--- config.mk ---
export PLATFORM = sky130hd
export DESIGN_NAME = mem_lsu
export DESIGN_NICKNAME = d
export VERILOG_FILES = /design/src/rtl/mem_lsu.sv
export SDC_FILE = /design/constraint.sdc
export NUM_CORES = 1
export LEC_CHECK = 0
export CORE_UTILIZATION = 35
export DETAILED_ROUTE_END_ITERATION = 8
export PLACE_DENSITY = 0.8
export SKIP_LAST_GASP = 1
export SYNTH_ARGS = -nofsm -noshare
export SYNTH_HDL_FRONTEND = slang
export SYNTH_SLANG_ARGS = --single-unit
--- constraint.sdc ---
create_clock -name clk_i -period 5.4 [get_ports clk_i]
set_input_delay 1.08 -clock clk_i [delete_from_list [all_inputs] [get_ports clk_i]]
set_output_delay 1.08 -clock clk_i [all_outputs]
set_load 0.1 [all_outputs]
--- src/rtl/mem_lsu.sv ---
// MEM-stage load/store unit: req/ack data-bus initiator with a pipeline stall.
// Optional misalignment trap is built when LSU_MISALIGN_EN is defined.
module mem_lsu (
  input  logic        clk_i,
  input  logic        rst_i,
  input  logic        flush_int_i,
  input  logic [31:0] mem_addr_i,
  input  logic [31:0] mem_data_i,
  input  logic        mem_we_i,
  input  logic [3:0]  mem_op_i,
  input  logic [4:0]  reg_waddr_i,
  input  logic        reg_we_i,
  input  logic [31:0] reg_wdata_i,
  input  logic [31:0] exception_i,
  output logic        bus_req_o,
  output logic        bus_we_o,
  output logic [31:0] bus_addr_o,
  output logic [3:0]  bus_sel_o,
  output logic [31:0] bus_wdata_o,
  input  logic        bus_ack_i,
  input  logic [31:0] bus_rdata_i,
  output logic        stall_req_o,
  output logic [4:0]  reg_waddr_o,
  output logic        reg_we_o,
  output logic [31:0] reg_wdata_o,
  output logic [31:0] exception_o
);

  typedef enum logic [1:0] {IDLE, BUSY, DONE} state_t;

  localparam logic [1:0] SZ_B = 2'd0;
  localparam logic [1:0] SZ_H = 2'd1;
  localparam logic [1:0] SZ_W = 2'd2;

  state_t      state;
  logic        is_ld, is_st, sgn;
  logic [1:0]  sz;
  logic [1:0]  a;
  logic        misal, launch;
  logic [3:0]  sel;
  logic [31:0] wdata;

  logic        ld_q, sgn_q, flushed_q;
  logic [1:0]  sz_q, off_q;
  logic [31:0] ld_res_q;
  logic [7:0]  byte_v;
  logic [15:0] half_v;
  logic [31:0] fmt;

  // store flag is informational; the operation comes from mem_op_i
  logic unused_we;
  assign unused_we = mem_we_i;

  assign a = mem_addr_i[1:0];

  // operation decode
  always_comb begin
    is_ld = 1'b0;
    is_st = 1'b0;
    sgn   = 1'b0;
    sz    = SZ_W;
    unique case (mem_op_i)
      4'd1: begin is_ld = 1'b1; sgn = 1'b1; sz = SZ_B; end
      4'd2: begin is_ld = 1'b1; sgn = 1'b1; sz = SZ_H; end
      4'd3: begin is_ld = 1'b1; sz = SZ_W; end
      4'd4: begin is_ld = 1'b1; sz = SZ_B; end
      4'd5: begin is_ld = 1'b1; sz = SZ_H; end
      4'd6: begin is_st = 1'b1; sz = SZ_B; end
      4'd7: begin is_st = 1'b1; sz = SZ_H; end
      4'd8: begin is_st = 1'b1; sz = SZ_W; end
      default: ;
    endcase
  end

`ifdef LSU_MISALIGN_EN
  assign misal = (sz == SZ_H && a[0]) ||
                 (sz == SZ_W && a != 2'd0);
`else
  assign misal = 1'b0;
`endif

  assign launch = (state == IDLE) && (is_ld || is_st) &&
                  !flush_int_i && !misal;

  assign stall_req_o = !rst_i &&
                       ((state == BUSY) || launch);

  // byte-lane enables and lane-replicated store data
  always_comb begin
    sel   = 4'b1111;
    wdata = mem_data_i;
    unique case (sz)
      SZ_B: begin
        sel   = 4'b0001 << a;
        wdata = {4{mem_data_i[7:0]}};
      end
      SZ_H: begin
        sel   = a[1] ? 4'b1100 : 4'b0011;
        wdata = {2{mem_data_i[15:0]}};
      end
      default: ;
    endcase
  end

  // align and extend the returned read word
  always_comb begin
    byte_v = bus_rdata_i[{off_q, 3'b000} +: 8];
    half_v = off_q[1] ? bus_rdata_i[31:16] : bus_rdata_i[15:0];
    unique case (sz_q)
      SZ_B:    fmt = sgn_q ? {{24{byte_v[7]}}, byte_v}
                           : {24'b0, byte_v};
      SZ_H:    fmt = sgn_q ? {{16{half_v[15]}}, half_v}
                           : {16'b0, half_v};
      default: fmt = bus_rdata_i;
    endcase
  end

  // access sequencer with registered bus outputs
  always_ff @(posedge clk_i) begin
    if (rst_i) begin
      state       <= IDLE;
      bus_req_o   <= 1'b0;
      bus_we_o    <= 1'b0;
      bus_addr_o  <= '0;
      bus_sel_o   <= '0;
      bus_wdata_o <= '0;
      ld_res_q    <= '0;
      ld_q        <= 1'b0;
      sgn_q       <= 1'b0;
      sz_q        <= SZ_W;
      off_q       <= 2'd0;
      flushed_q   <= 1'b0;
    end else begin
      unique case (state)
        IDLE: begin
          if (launch) begin
            bus_req_o   <= 1'b1;
            bus_we_o    <= is_st;
            bus_addr_o  <= {mem_addr_i[31:2], 2'b00};
            bus_sel_o   <= sel;
            bus_wdata_o <= wdata;
            ld_q        <= is_ld;
            sgn_q       <= sgn;
            sz_q        <= sz;
            off_q       <= a;
            flushed_q   <= 1'b0;
            state       <= BUSY;
          end
        end
        BUSY: begin
          if (flush_int_i) flushed_q <= 1'b1;
          if (bus_ack_i) begin
            bus_req_o <= 1'b0;
            ld_res_q  <= fmt;
            state     <= DONE;
          end
        end
        default: state <= IDLE;
      endcase
    end
  end

  // write-back fields towards MEM/WB
  always_comb begin
    reg_waddr_o = reg_waddr_i;
    reg_we_o    = reg_we_i;
    reg_wdata_o = reg_wdata_i;
    exception_o = exception_i;
    if (state == IDLE && misal) begin
      reg_we_o    = 1'b0;
      exception_o = exception_i |
                    (is_ld ? 32'h10 : 32'h40);
    end
    if (state == DONE) begin
      if (ld_q) reg_wdata_o = ld_res_q;
      if (flushed_q || flush_int_i) reg_we_o = 1'b0;
    end
  end

endmodule

==> metrics <==
initial antenna violation count=0; Post-DP HPWL=between 10 and 15 mm; fin crit share=between 80 and 90%; Slew Limit Fails=0; leakage power=approximately 0.0029 uW; Synth Cell Area=roughly 5700 sq um; sequential area share after synthesis=~38%; max incr delay on CP=0.81 ns; die height=around 130 um; #FFs+latches synth=109; crit-path leading delay family=simple AND/OR/NAND/NOR gates; Clock Skews=between 0.006 and 0.007 ns; type of destination of the critical path=output port; Post-Syn Instances=just under 700; Fin. Hold Viols=0; max frequency=~0.23 GHz; status=finished, violations left; Area growth, synth to finish=42.7%; Final ANT Viol Nets=0; cell mode on critical path=nor2_1; Initial Util=35.8%; Crit Path Max Fanout=32; routed wire length=17.8 mm; compound-gate portion of the synthesized area=about 23%; Worst EP arrival=~3.3 ns; crit path buf inv count=2; CTS Sinks=about 110; critical-path cell list=clkdlybuf4s50_1 > or4_4 > and3_4 > nor2_1 > nor2_1 > buf_12; Setup violations, final=0; Synth Area in Simple Gates=between 10% and 20%; 1st-iter DRT viols=351; Slew HR=around a third; drt via density=between 5 and 6; post-cts sizing count=0; Worst-Margin Slew=slightly above 1 ns; largest net degree at the start of global routing=68; Main synth FF type=dfxtp_1; IO buf count=~240; adder-cell share of the synthesized area=0%; largest family of logic cells by synthesized area=compound AO/OA/AOI/OAI gates; Post-synth EDFFs=0; RSZ-0062 raised after global routing=no; GPL Wtd Cong=0.853; CTS clock-pin slew for the worst setup and hold paths=roughly 0.07 ns; CTS tree=yes; H-tree Lvls=3; DRC violations left=1; Synth Area in XOR/XNOR=less than 1%; ys async rst share=0%; TritonCTS Buffers=9; multi-input logic area=2910 sq um; yosys warns=0; setup slack after layout=about 0.99 ns; filler instances=1487; first-pass GRT wire length=about 27 mm; clk_lat worst skew=around 0.36 ns; Crit Path Class=in -> out; All-Layer GR Usage=20.9%; Cell variety after synth=45; Seq. cell area=around 2200 sq um; syn_area_per_cell=8.41 sq um; failing checks=design-rule violations; WL/cell=16.9 um; Die X=129 um; number of global-route vias before repair=just over 5000; multiplexer share of the synthesized area=a little under an eighth; die area=around 17000 sq um; peak supply drop=~0.00017 V; layout cells sized above 1=~14%; Worst Reg-to-Reg Cells=4; Final Util=between 50 and 60%; Vias=approximately 5400; stages on the worst setup path=6; max-cap violations=0; fin crit period=4.41 ns; Hold Path Stages=2; Required @ worst endpoint=between 4 and 5 ns; total core area=15800 sq um; Overflow after GRT=0; worst slack, placed=around 1 ns; Sum Neg Setup Slack=0 ns; CP Launch Type=primary input; post-CTS setup buffers=0; # diodes=0; HP Class=reg -> reg; Hold-fix buffers, CTS=0; worst-case clock buffer depth=2; clk root buf=clkbuf_16; IO Count=316; slowest CP cell=clkdlybuf4s50_1; cell row count=46; PD cells=287 nW/um^2; Nets=approximately 1000; DRT Pass-1 Iters=9
-- cells in the mapped netlist (all sizes together) (11+ instances only) --
cell type	instances	share of area, %
nor3	14	1.2
a21oi	55	4.9
a221oi	17	2.6
nand2	134	8.9
a211oi	40	7.4
o21ai	11	0.97
mux2	43	8.5
clkbuf	40	2.6
nor2	66	4.4
dfxtp	109	38
buf	55	7.1
mux2i	16	2.8
-- flip-flops by register name, indices dropped and copies added, names as in the netlist --
register and cells:
state 2, bus_req_o 1, flushed_q 1, ld_q 1, bus_sel_o 4, bus_wdata_o 32
ld_res_q 32, bus_addr_o 30, sgn_q 1, off_q 2, sz_q 2, bus_we_o 1
-- routing by layer --
| layer | share of wire (%) | vias to the layer above | global-route usage, % | wire length [um] |
|---|---|---|---|---|
| met2 | 49 | 230 | 36.3 | 8780 |
| met1 | 40 | 2520 | 24.3 | 7170 |
| met3 | 8.5 | 29 | 6.07 | 1520 |
| met5 | 0 | - | 0 | 0 |
| li1 | - | 2662 | - | - |
| met4 | 2.1 | 0 | 8.03 | 383 |
-- stage by stage --
stage                     cell area [sq um]  power, uW  hold slack, ns  std cells
after floorplan                        5670       1580           0.446        675
after global placement                 7800       1690           0.441       1041
after detailed placement               7800       1690           0.446       1041
after CTS                              8090       2350           0.457       1057
after global routing                   8090       2410           0.475       1057
final                                  8090       2320           0.455       1057
-- where the power goes --
group | internal (uW) | leakage (uW) | total [uW] | switching (uW)
logic | 248 | 0.00185 | 791 | 542
clock network | 320 | 0.000138 | 648 | 327
registers | 851 | 0.000891 | 882 | 30.9
total | 1420 | 0.00287 | 2320 | 901
-- worst paths after layout --
kind	from	to	slack, ns
setup / recovery	mem_op_i[3]	stall_req_o	0.99
hold / removal	bus_wdata_o[5]$_SDFFE_PP0P_	bus_wdata_o[5]$_SDFFE_PP0P_	0.45
setup reg to reg	off_q[1]$_SDFFE_PP0P_	ld_res_q[23]$_SDFFE_PP0P_	2.73
hold reg to reg	bus_wdata_o[5]$_SDFFE_PP0P_	bus_wdata_o[5]$_SDFFE_PP0P_	0.45
-- placed cells by master (no fill, tap or decap), types with 2 or more instances in the layout --
cell,Yosys,layout
a2111oi_0,4,4
a211oi_1,16,16
a211oi_2,24,24
a21o_1,2,2
a21oi_1,55,55
a221oi_1,17,17
a222oi_1,8,8
a31oi_1,8,8
buf_4,40,23
clkbuf_16,0,9
clkdlybuf4s50_1,0,221
clkinv_1,2,2
clkinv_4,0,3
conb_1,1,2
dfxtp_1,109,109
inv_1,7,7
mux2_2,43,43
mux2i_1,16,16
nand2_1,134,134
nand2b_1,2,2
nand3_1,5,4
nand3b_1,2,2
nor2_1,65,65
nor2b_1,2,2
nor3_1,14,14
nor4b_1,2,2
o21ai_0,11,11
o221a_1,2,2
o221a_2,5,5
o31a_1,9,9
-- worst min-delay path, stage by stage, from the launching register on --
cell and delay [ns]:
dfxtp_1 0.31, nand2_1 0.05, a21oi_1 0.05
-- cells by family after synthesis --
kind of cell    Yosys count
other cells               1
buf+inv                 104
mux                      59
xor+xnor                  1
flops                   109
compound gates          167
simple gates            233
-- final cells by class --
type                       count  share of cell area [%]
clock buffer                   9                    2.78
clock inverter                 7                   0.727
inverter                       9                   0.418
multi-input combinational    462                    36.0
sequential                   109                    27.0
tap                          216                    3.34
timing repair buffer         245                    29.7
No activity file was read; power rests on OpenSTA's default activity.
